[src/rtl/ex_muldiv_unit.sv]
// EX-stage iterative multiply/divide unit with HI/LO registers.
// MULT/MULTU/DIV/DIVU take DWIDTH radix-2 steps plus one sign-fixup cycle.
module ex_muldiv_unit #(
  parameter int unsigned DWIDTH = 32
) (
  input  logic              clk,
  input  logic              rst,
  input  logic              mdvalidin,
  input  logic              flushin,
  input  logic [5:0]        functin,
  input  logic [DWIDTH-1:0] regdata1in,
  input  logic [DWIDTH-1:0] regdata2in,
  output logic              stallout,
  output logic              busyout,
  output logic [DWIDTH-1:0] hiout,
  output logic [DWIDTH-1:0] loout,
  output logic [DWIDTH-1:0] rddataout
);

  localparam int unsigned CW = $clog2(DWIDTH);

  localparam logic [5:0] F_MFHI = 6'h10;
  localparam logic [5:0] F_MTHI = 6'h11;
  localparam logic [5:0] F_MFLO = 6'h12;
  localparam logic [5:0] F_MTLO = 6'h13;

  typedef enum logic [1:0] {S_IDLE, S_RUN, S_FIX} state_e;

  state_e            state_q, state_d;
  logic [CW-1:0]     count_q, count_d;
  logic [DWIDTH-1:0] hi_q, hi_d, lo_q, lo_d;
  logic [DWIDTH-1:0] acc_hi_q, acc_hi_d, acc_lo_q, acc_lo_d;
  logic [DWIDTH-1:0] opb_q, opb_d, dvd_q, dvd_d;
  logic              is_div_q, is_div_d;
  logic              neg_q, neg_d, sa_q, sa_d, dz_q, dz_d;
  logic              busy_q, busy_d;

  logic              issue, is_start, is_class, op_signed;
  logic              a_neg, b_neg;
  logic [DWIDTH-1:0] a_mag, b_mag, add_term;
  logic [DWIDTH:0]   sum, shifted, diff;
  logic [2*DWIDTH-1:0] prod;

  // Decode of the EX instruction
  always_comb begin
    issue     = mdvalidin & ~flushin;
    is_start  = (functin[5:2] == 4'b0110);
    is_class  = is_start | (functin[5:2] == 4'b0100);
    op_signed = ~functin[0];
    a_neg     = op_signed & regdata1in[DWIDTH-1];
    b_neg     = op_signed & regdata2in[DWIDTH-1];
    a_mag     = a_neg ? DWIDTH'(-regdata1in) : regdata1in;
    b_mag     = b_neg ? DWIDTH'(-regdata2in) : regdata2in;
    stallout  = issue & is_class & (state_q != S_IDLE);
    case (functin)
      F_MFHI:  rddataout = hi_q;
      F_MFLO:  rddataout = lo_q;
      default: rddataout = '0;
    endcase
  end

  // Datapath for one multiply or divide step and the final sign fixup
  always_comb begin
    add_term = acc_lo_q[0] ? opb_q : '0;
    sum      = {1'b0, acc_hi_q} + {1'b0, add_term};
    shifted  = {acc_hi_q, acc_lo_q[DWIDTH-1]};
    diff     = shifted - {1'b0, opb_q};
    prod     = {acc_hi_q, acc_lo_q};
  end

  // Next-state and register update logic
  always_comb begin
    state_d  = state_q;
    count_d  = count_q;
    hi_d     = hi_q;
    lo_d     = lo_q;
    acc_hi_d = acc_hi_q;
    acc_lo_d = acc_lo_q;
    opb_d    = opb_q;
    dvd_d    = dvd_q;
    is_div_d = is_div_q;
    neg_d    = neg_q;
    sa_d     = sa_q;
    dz_d     = dz_q;

    case (state_q)
      S_IDLE: begin
        if (issue && is_start) begin
          state_d  = S_RUN;
          count_d  = '0;
          is_div_d = functin[1];
          neg_d    = a_neg ^ b_neg;
          sa_d     = a_neg;
          dz_d     = (regdata2in == '0);
          dvd_d    = regdata1in;
          acc_hi_d = '0;
          // Divide shifts the dividend out of acc_lo; multiply shifts the multiplier out
          acc_lo_d = functin[1] ? a_mag : b_mag;
          opb_d    = functin[1] ? b_mag : a_mag;
        end else if (issue && functin == F_MTHI) begin
          hi_d = regdata1in;
        end else if (issue && functin == F_MTLO) begin
          lo_d = regdata1in;
        end
      end
      S_RUN: begin
        if (is_div_q) begin
          if (!diff[DWIDTH]) begin
            acc_hi_d = diff[DWIDTH-1:0];
            acc_lo_d = {acc_lo_q[DWIDTH-2:0], 1'b1};
          end else begin
            acc_hi_d = shifted[DWIDTH-1:0];
            acc_lo_d = {acc_lo_q[DWIDTH-2:0], 1'b0};
          end
        end else begin
          acc_hi_d = sum[DWIDTH:1];
          acc_lo_d = {sum[0], acc_lo_q[DWIDTH-1:1]};
        end
        count_d = CW'(count_q + 1'b1);
        if (count_q == CW'(DWIDTH - 1)) begin
          state_d = S_FIX;
        end
      end
      S_FIX: begin
        state_d = S_IDLE;
        if (!is_div_q) begin
          {hi_d, lo_d} = neg_q ? (2*DWIDTH)'(-prod) : prod;
        end else if (dz_q) begin
          hi_d = dvd_q;
          lo_d = '1;
        end else begin
          lo_d = neg_q ? DWIDTH'(-acc_lo_q) : acc_lo_q;
          hi_d = sa_q ? DWIDTH'(-acc_hi_q) : acc_hi_q;
        end
      end
      default: state_d = S_IDLE;
    endcase

    busy_d = (state_d != S_IDLE);
  end

  always_ff @(posedge clk) begin
    if (rst) begin
      state_q  <= S_IDLE;
      count_q  <= '0;
      hi_q     <= '0;
      lo_q     <= '0;
      acc_hi_q <= '0;
      acc_lo_q <= '0;
      opb_q    <= '0;
      dvd_q    <= '0;
      is_div_q <= 1'b0;
      neg_q    <= 1'b0;
      sa_q     <= 1'b0;
      dz_q     <= 1'b0;
      busy_q   <= 1'b0;
    end else begin
      state_q  <= state_d;
      count_q  <= count_d;
      hi_q     <= hi_d;
      lo_q     <= lo_d;
      acc_hi_q <= acc_hi_d;
      acc_lo_q <= acc_lo_d;
      opb_q    <= opb_d;
      dvd_q    <= dvd_d;
      is_div_q <= is_div_d;
      neg_q    <= neg_d;
      sa_q     <= sa_d;
      dz_q     <= dz_d;
      busy_q   <= busy_d;
    end
  end

  assign busyout = busy_q;
  assign hiout   = hi_q;
  assign loout   = lo_q;

endmodule

[config.mk]
export PLATFORM = sky130hd
export DESIGN_NAME = ex_muldiv_unit
export DESIGN_NICKNAME = d
export VERILOG_FILES = /design/src/rtl/ex_muldiv_unit.sv
export SDC_FILE = /design/constraint.sdc
export NUM_CORES = 1
export LEC_CHECK = 0
export CAP_MARGIN = 10
export CORE_ASPECT_RATIO = 0.8
export CORE_MARGIN = 5
export CORE_UTILIZATION = 53
export CTS_CLUSTER_SIZE = 10
export DETAILED_ROUTE_END_ITERATION = 6
export PLACE_DENSITY_LB_ADDON = 0.15
export SLEW_MARGIN = 10
export SYNTH_ARGS = -nofsm -noshare
export SYNTH_HDL_FRONTEND = slang
export SYNTH_SLANG_ARGS = --single-unit
[constraint.sdc]
create_clock -name clk -period 3.5 [get_ports clk]
set_clock_uncertainty 0.05 [all_clocks]
set_input_delay 0.35 -clock clk [delete_from_list [all_inputs] [get_ports clk]]
set_output_delay 0.35 -clock clk [all_outputs]
set_load 0.05 [all_outputs]
# == After elaboration in Yosys (flattened, before gate mapping) ==
# Cells that the tools add are included.
# totals
ff_bits,204
elab_cells,90
# classes
n_mux,33
reduce_logical,13
add_sub_neg,8
n_eq_ne,14
n_bitwise,9
# op_table
cell,n
$mux W32,21
$pmux W32 S2,5
$neg A32 Y32,4
$mux W64,1
$neg A64 Y64,1
$add A32 B32 Y33,1
$sub A33 B32 Y33,1
$logic_not A32 Y1,1
$eq A6 B5 Y1 const B,4
$ne A2 B2 Y1 const B,5
$pmux W5 S2,1
$eq A4 B3 Y1 const B,2
$reduce_bool A2 Y1,4
$add A5 B1 Y5 const B,1
$and A1 B1 Y1,5
$eq A5 B5 Y1 const B,1
$mux W5,1
$mux W2,2
$pmux W2 S2,1
$reduce_and A2 Y1,2
$reduce_and A4 Y1,1
$logic_and A1 B1 Y1,3
$reduce_and A3 Y1,1
$eq A2 B1 Y1 const B,1
other kinds (6),7

# == Logic depth before layout (Yosys ltp) ==
# Gate-level depths: netlist of run 1.
# depth
ltp_word,7
ltp_mapped,15
mapped_depth_nobuf,13

# == Worst setup path after synthesis of run 1 ==
# No wires, ideal clock.
# synth_path
path_type,register to register
start,register acc_lo_q[0]
end,register acc_hi_q[28]
setup_ps,138
path_buffers,2
path_slack_ps,78
t_required_ps,3312
synth_period_minus_slack_ps,3422
arrival_time_ps,3234
stages_incl_launch_ff,15
path_cell_list,dfxtp_1 clkbuf_1 inv_1 clkbuf_1 nor2_1 ha_1 o21ai_0 o21bai_1 o21ai_0 o21ai_0 or4_1 and3_1 o41ai_1 xor2_1 o221ai_1
# synth_between
elab_chain_cells,4
# synth_lines
item,line,rtl
start: declaration,32,"logic [DWIDTH-1:0] acc_hi_q, acc_hi_d, acc_lo_q, acc_lo_d;"
start signal: assignment,163,acc_lo_q <= acc_lo_d;
$mux W32,64,add_term = acc_lo_q[0] ? opb_q : '0;
$add A32 B32 Y33,65,"sum = {1'b0, acc_hi_q} + {1'b0, add_term};"
$mux W32,107,if (is_div_q) begin
$pmux W32 S2,86,case (state_q)
end signal: assignment,162,acc_hi_q <= acc_hi_d;
end: declaration,32,
# No other way between the ends.
# A chain may end at the register's enable or synchronous reset.

# == Final worst setup path of run 1 ==
# layout_path
start,register acc_lo_q[31]
end,register acc_hi_q[12]
# layout_between
elab_chain_cells,4
# layout_lines
item,line,rtl
$sub A33 B32 Y33,67,"diff = shifted - {1'b0, opb_q};"
$mux W32,108,if (!diff[DWIDTH]) begin
$mux W32,107,
$pmux W32 S2,86,
# No other way between the ends.

==> impl_metrics.yaml, run 1 <==
status:
  outcome: "complete, but fails checks"
  violated_checks: "design-rule violations"
drt:
  route.detailed.vias_per_inst: 6.685
  final_antenna_violating_net_count: 0
  route.final.wire_length_um: 74720
  via_count: 20180
  detailedRoute.firstIterationViolations: 3097
  route.detailed.wl_per_inst_um: 24.75
  post-route-drc-count: 1
  drtPass1Iterations: 7
synthesis:
  synth_edf_count: 0
  sequential_to_total_area_share_from_yosys_stat_pct: 23.72
  synth_area_per_cell_um2: 7.188
  synth_top_area_cell: "sky130_fd_sc_hd__dfxtp_1"
  synthesis.instances: 2395
  dominantRegCellSynth: "sky130_fd_sc_hd__dfxtp_1"
  synth_async_sr_flop_share_pct: 0
  yosysWarnings: 0
  synth_nets: 2541
  synth_cell_types: 78
  netlist_area_um2: 17220
  ys_seq_elements: 204
  post_synth_main_area_contributors: "sky130_fd_sc_hd__dfxtp_1 (24%), sky130_fd_sc_hd__a21oi_1 (7.5%), sky130_fd_sc_hd__nor2_1 (5.8%)"
  synth_largest_type_area_fraction_pct: 23.72
sta:
  timing.max_slew.rel_slack_pct: 39.32
  finalSetupViolCount: 0
  slew_viol_final: 0
  final_min_period_over_clock_period_pct: 97.61
  max_slew.worst_pin.slew_ps: 906.8
  totalNegativeSetupSlack_ps: 0
  rsz0062_at_grt: "yes"
  achievable-frequency_mhz: 292.7
  finalHoldViolCount: 0
  period_minus_slack_ps: 3416
  fin_ws_ps: 83.51
setup_path:
  criticalPathCategory: "reg2reg"
  timing.rr.end: "acc_hi_q[12]"
  r2r_slack_ps: 80
  critPathLaunchType: "register"
  arrival_ps: 3810
  reg2reg_from: "acc_lo_q[31]"
  timing.critical_path.fanout_max: 7
  worst_setup_path_end_kind: "register"
  timing.reg2reg.worst_path_depth: 15
  cp_data_required_time_ps: 3890
clocking:
  cts_inserted_buffers: 25
  clock_sinks: 204
  clkTransAtPathRegs_ps: 60
  cts.root.buffer_cell: "sky130_fd_sc_hd__clkbuf_16"
  clk_latency_ps: 550
  cts_tree: "yes"
  clock_buffer_depth: 3
  htree_depth: 1
pwr:
  power_density_nw_per_um2: 274.8
  leakagePower_nw: 8.271
  peakVddDrop_v: 0.0002966
die:
  core_area_um2: 32260
  die-area_um2: 36210
  die_y_um: 171.2
  io_pins: 172
  floorplan.initialDensity_pct: 53.36
  dieWidth_um: 211.5
  placement_rows: 59
place:
  dpl.hpwl_um: 57070
  placedCellCount: 2978
  place_congestion: 1.049
  place_ws_ps: -75.73
  place.port_buffers: 171
min_path:
  hold_path_end: "count_q[0]"
  hold_path.startpoint: "rst"
  hold_class: "in2reg"
  min_path_cells: 2
finish:
  antenna_cells: 0
  drive_gt1_share_pct: 12.69
  fillerInstances: 2899
  layout.cells.non_filler: 3019
  synthToLayoutAreaGrowth_pct: 24.20
  finalNetCount: 2728
global_routing:
  grt_most_used_layer: "met1"
  grt_pass1_wl_um: 109900
  grtUsageMet3_pct: 9.099
  global_route.usage.met2_pct: 54.34
  globalRouteTotalUtil_pct: 38.74
  grt-ovfl-total: 0
  grt_pass1_vias: 17740
  grt_max_degree: 144
  grt_use_met1_pct: 57.75
  initial_antenna_violation_count: 2
flow_run:
  max_capacitance_violation_count: 0
cells by family after synthesis:
kind of cell             count (synthesis)  share of synthesized area, %
AO/OA/AOI/OAI                          813                         30.43
XOR/XNOR                               166                         8.445
adder cells (fa/ha/maj)                 72                         5.320
buffers and inverters                  266                         5.945
flip-flops                             204                         23.72
multiplexers                            83                         4.899
AND/OR/NAND/NOR                        791                         21.24
Yosys cell counts, types with 12 or more instances:
cell and number:
sky130_fd_sc_hd__nor2_1 264, sky130_fd_sc_hd__a21oi_1 259, sky130_fd_sc_hd__nand2_1 253, sky130_fd_sc_hd__dfxtp_1 204, sky130_fd_sc_hd__clkbuf_1 179, sky130_fd_sc_hd__o21ai_0 151
sky130_fd_sc_hd__xnor2_1 100, sky130_fd_sc_hd__a211oi_1 85, sky130_fd_sc_hd__mux2i_1 73, sky130_fd_sc_hd__ha_1 70, sky130_fd_sc_hd__inv_1 66, sky130_fd_sc_hd__xor2_1 66
sky130_fd_sc_hd__nor3_1 54, sky130_fd_sc_hd__o31ai_1 36, sky130_fd_sc_hd__o211ai_1 35, sky130_fd_sc_hd__o221ai_1 33, sky130_fd_sc_hd__a21o_1 29, sky130_fd_sc_hd__nand3_1 27
sky130_fd_sc_hd__nor2b_1 26, sky130_fd_sc_hd__a31oi_1 25, sky130_fd_sc_hd__nand2b_1 25, sky130_fd_sc_hd__a22oi_1 24, sky130_fd_sc_hd__or3_1 24, sky130_fd_sc_hd__and3_1 18
sky130_fd_sc_hd__nor4_1 16, sky130_fd_sc_hd__o41ai_1 16, sky130_fd_sc_hd__and2_1 15, sky130_fd_sc_hd__buf_1 15, sky130_fd_sc_hd__nand4_1 14, sky130_fd_sc_hd__o21a_1 14
sky130_fd_sc_hd__a311oi_1 13, sky130_fd_sc_hd__or4_1 13, sky130_fd_sc_hd__a221oi_1 12
per-layer routing:
layer  part of all wire, %  wire [um]  vias to the layer above
li1                      -          -                     9087
met1                    42      31540                     9505
met2                    40      29980                     1371
met3                    13       9870                      214
met4                   4.4       3296                        4
met5                 0.043         32                        -
state kept, by name (all words and copies together) (netlist names):
register,count
acc_hi_q,32
dvd_q,32
loout,32
state_q,2
opb_q,32
neg_q,1
sa_q,1
dz_q,1
hiout,32
acc_lo_q,32
count_q,5
busyout,1
is_div_q,1
report_power, final:
group	internal (W)	leakage [nW]	total [W]	switching, W
combinational	0.000414	6.27	0.00110	0.000685
clock	0.00137	0.352	0.00242	0.00105
sequential	0.00234	1.65	0.00235	0.0000174
total	0.00413	8.27	0.00588	0.00175
what timing repair did:
| action | 4_1_cts | 5_1_grt |
|---|---|---|
| buffers inserted | 0 | 3 |
| resized for setup | 1 | 34 |
| pin swaps | 0 | 8 |
| cloned | 0 | 1 |
| hold buffers | 0 | 0 |
| endpoints found under the setup margin | 3 | 20 |
per-stage QoR:
stage | total power [W] | instance area [um2] | utilization [%] | hold slack [ps]
floorplan | 0.002980 | 17220 | - | 381.9
global placement | 0.003419 | 20480 | 63.48 | 391.7
detailed placement | 0.003430 | 20480 | 63.48 | 398.2
finish | 0.005875 | 21380 | 66.28 | 158.3
CTS | 0.005801 | 21200 | 65.73 | 141.5
global route | 0.006016 | 21380 | 66.28 | 169.5
worst max-delay path by stage:
| stage | from | endpoint | slack, ps | cells past startpoint |
|---|---|---|---|---|
| 6_report | acc_lo_q[31] | acc_hi_q[12] | 80 | 15 |
| 5_1_grt | opb_q[0] | acc_hi_q[29] | -30 | 18 |
| 4_1_cts | opb_q[0] | acc_hi_q[25] | -70 | 16 |
| 3_5_place_dp | acc_lo_q[0] | acc_hi_q[31] | -80 | 14 |
| 3_3_place_gp | acc_lo_q[0] | acc_hi_q[31] | -80 | 14 |
| 2_1_floorplan | acc_lo_q[0] | acc_hi_q[28] | 80 | 14 |
cell type report:
cell class | instances | area (um2) | share of cell area (%)
sequential | 204 | 4091 | 19.14
clock inverter | 2 | 13.76 | 0.06437
inverter | 67 | 251.5 | 1.176
tap | 427 | 534.3 | 2.499
multi-input combinational | 1925 | 12300 | 57.51
clock buffer | 35 | 703.2 | 3.289
timing repair buffer | 359 | 3491 | 16.33
worst max-delay path, stage by stage, from the launching register on:
cell                       delay, ps
sky130_fd_sc_hd__dfxtp_1         330
sky130_fd_sc_hd__inv_1            60
sky130_fd_sc_hd__ha_1            230
sky130_fd_sc_hd__fa_1            410
sky130_fd_sc_hd__nand2b_1        190
sky130_fd_sc_hd__a21o_1          190
sky130_fd_sc_hd__nor4bb_1        150
sky130_fd_sc_hd__buf_4           160
sky130_fd_sc_hd__o31a_1          320
sky130_fd_sc_hd__a21oi_4         240
sky130_fd_sc_hd__xnor2_4         160
sky130_fd_sc_hd__buf_4           190
sky130_fd_sc_hd__buf_4           130
sky130_fd_sc_hd__o21ai_0         160
sky130_fd_sc_hd__a21oi_1          60
sky130_fd_sc_hd__a221o_1         260
cells in the final DEF, fill, tap and decap left out, types with 10 or more instances in the layout:
cell type / Yosys / layout
sky130_fd_sc_hd__o41ai_1: 16 / 14
sky130_fd_sc_hd__o21ai_0: 151 / 148
sky130_fd_sc_hd__nand3_1: 27 / 26
sky130_fd_sc_hd__a2111oi_0: 10 / 10
sky130_fd_sc_hd__nand4_1: 14 / 14
sky130_fd_sc_hd__o211ai_1: 35 / 35
sky130_fd_sc_hd__a21oi_1: 259 / 253
sky130_fd_sc_hd__o31ai_1: 36 / 35
sky130_fd_sc_hd__nand2b_1: 25 / 25
sky130_fd_sc_hd__xor2_1: 66 / 66
sky130_fd_sc_hd__a221oi_1: 12 / 12
sky130_fd_sc_hd__nand2_1: 253 / 253
sky130_fd_sc_hd__buf_4: 0 / 184
sky130_fd_sc_hd__or2_2: 10 / 10
sky130_fd_sc_hd__nor2_1: 264 / 262
sky130_fd_sc_hd__and2_1: 15 / 15
sky130_fd_sc_hd__mux2i_1: 73 / 73
sky130_fd_sc_hd__and3_1: 18 / 17
sky130_fd_sc_hd__o21a_1: 14 / 14
sky130_fd_sc_hd__mux2_2: 10 / 10
sky130_fd_sc_hd__a21o_1: 29 / 29
sky130_fd_sc_hd__dfxtp_1: 204 / 200
sky130_fd_sc_hd__clkbuf_16: 0 / 25
sky130_fd_sc_hd__o221ai_1: 33 / 33
sky130_fd_sc_hd__a31oi_1: 25 / 24
sky130_fd_sc_hd__a22oi_1: 24 / 24
sky130_fd_sc_hd__clkdlybuf4s50_1: 0 / 136
sky130_fd_sc_hd__nor2b_1: 26 / 24
sky130_fd_sc_hd__or4_1: 13 / 12
sky130_fd_sc_hd__inv_1: 66 / 66
sky130_fd_sc_hd__buf_12: 0 / 36
sky130_fd_sc_hd__a211oi_1: 85 / 84
sky130_fd_sc_hd__nor3_1: 54 / 52
sky130_fd_sc_hd__or3_1: 24 / 24
sky130_fd_sc_hd__ha_1: 70 / 67
sky130_fd_sc_hd__xnor2_1: 100 / 99
sky130_fd_sc_hd__nor4_1: 16 / 15
sky130_fd_sc_hd__a311oi_1: 13 / 13
Power figures use the tool's default switching activity.
==> run 2: changes to the inputs <==
Settings changed: SLEW_MARGIN 10 to unset.
==> results of run 2 <==
Final layout, timing and power as in run 1 (identical DEF).
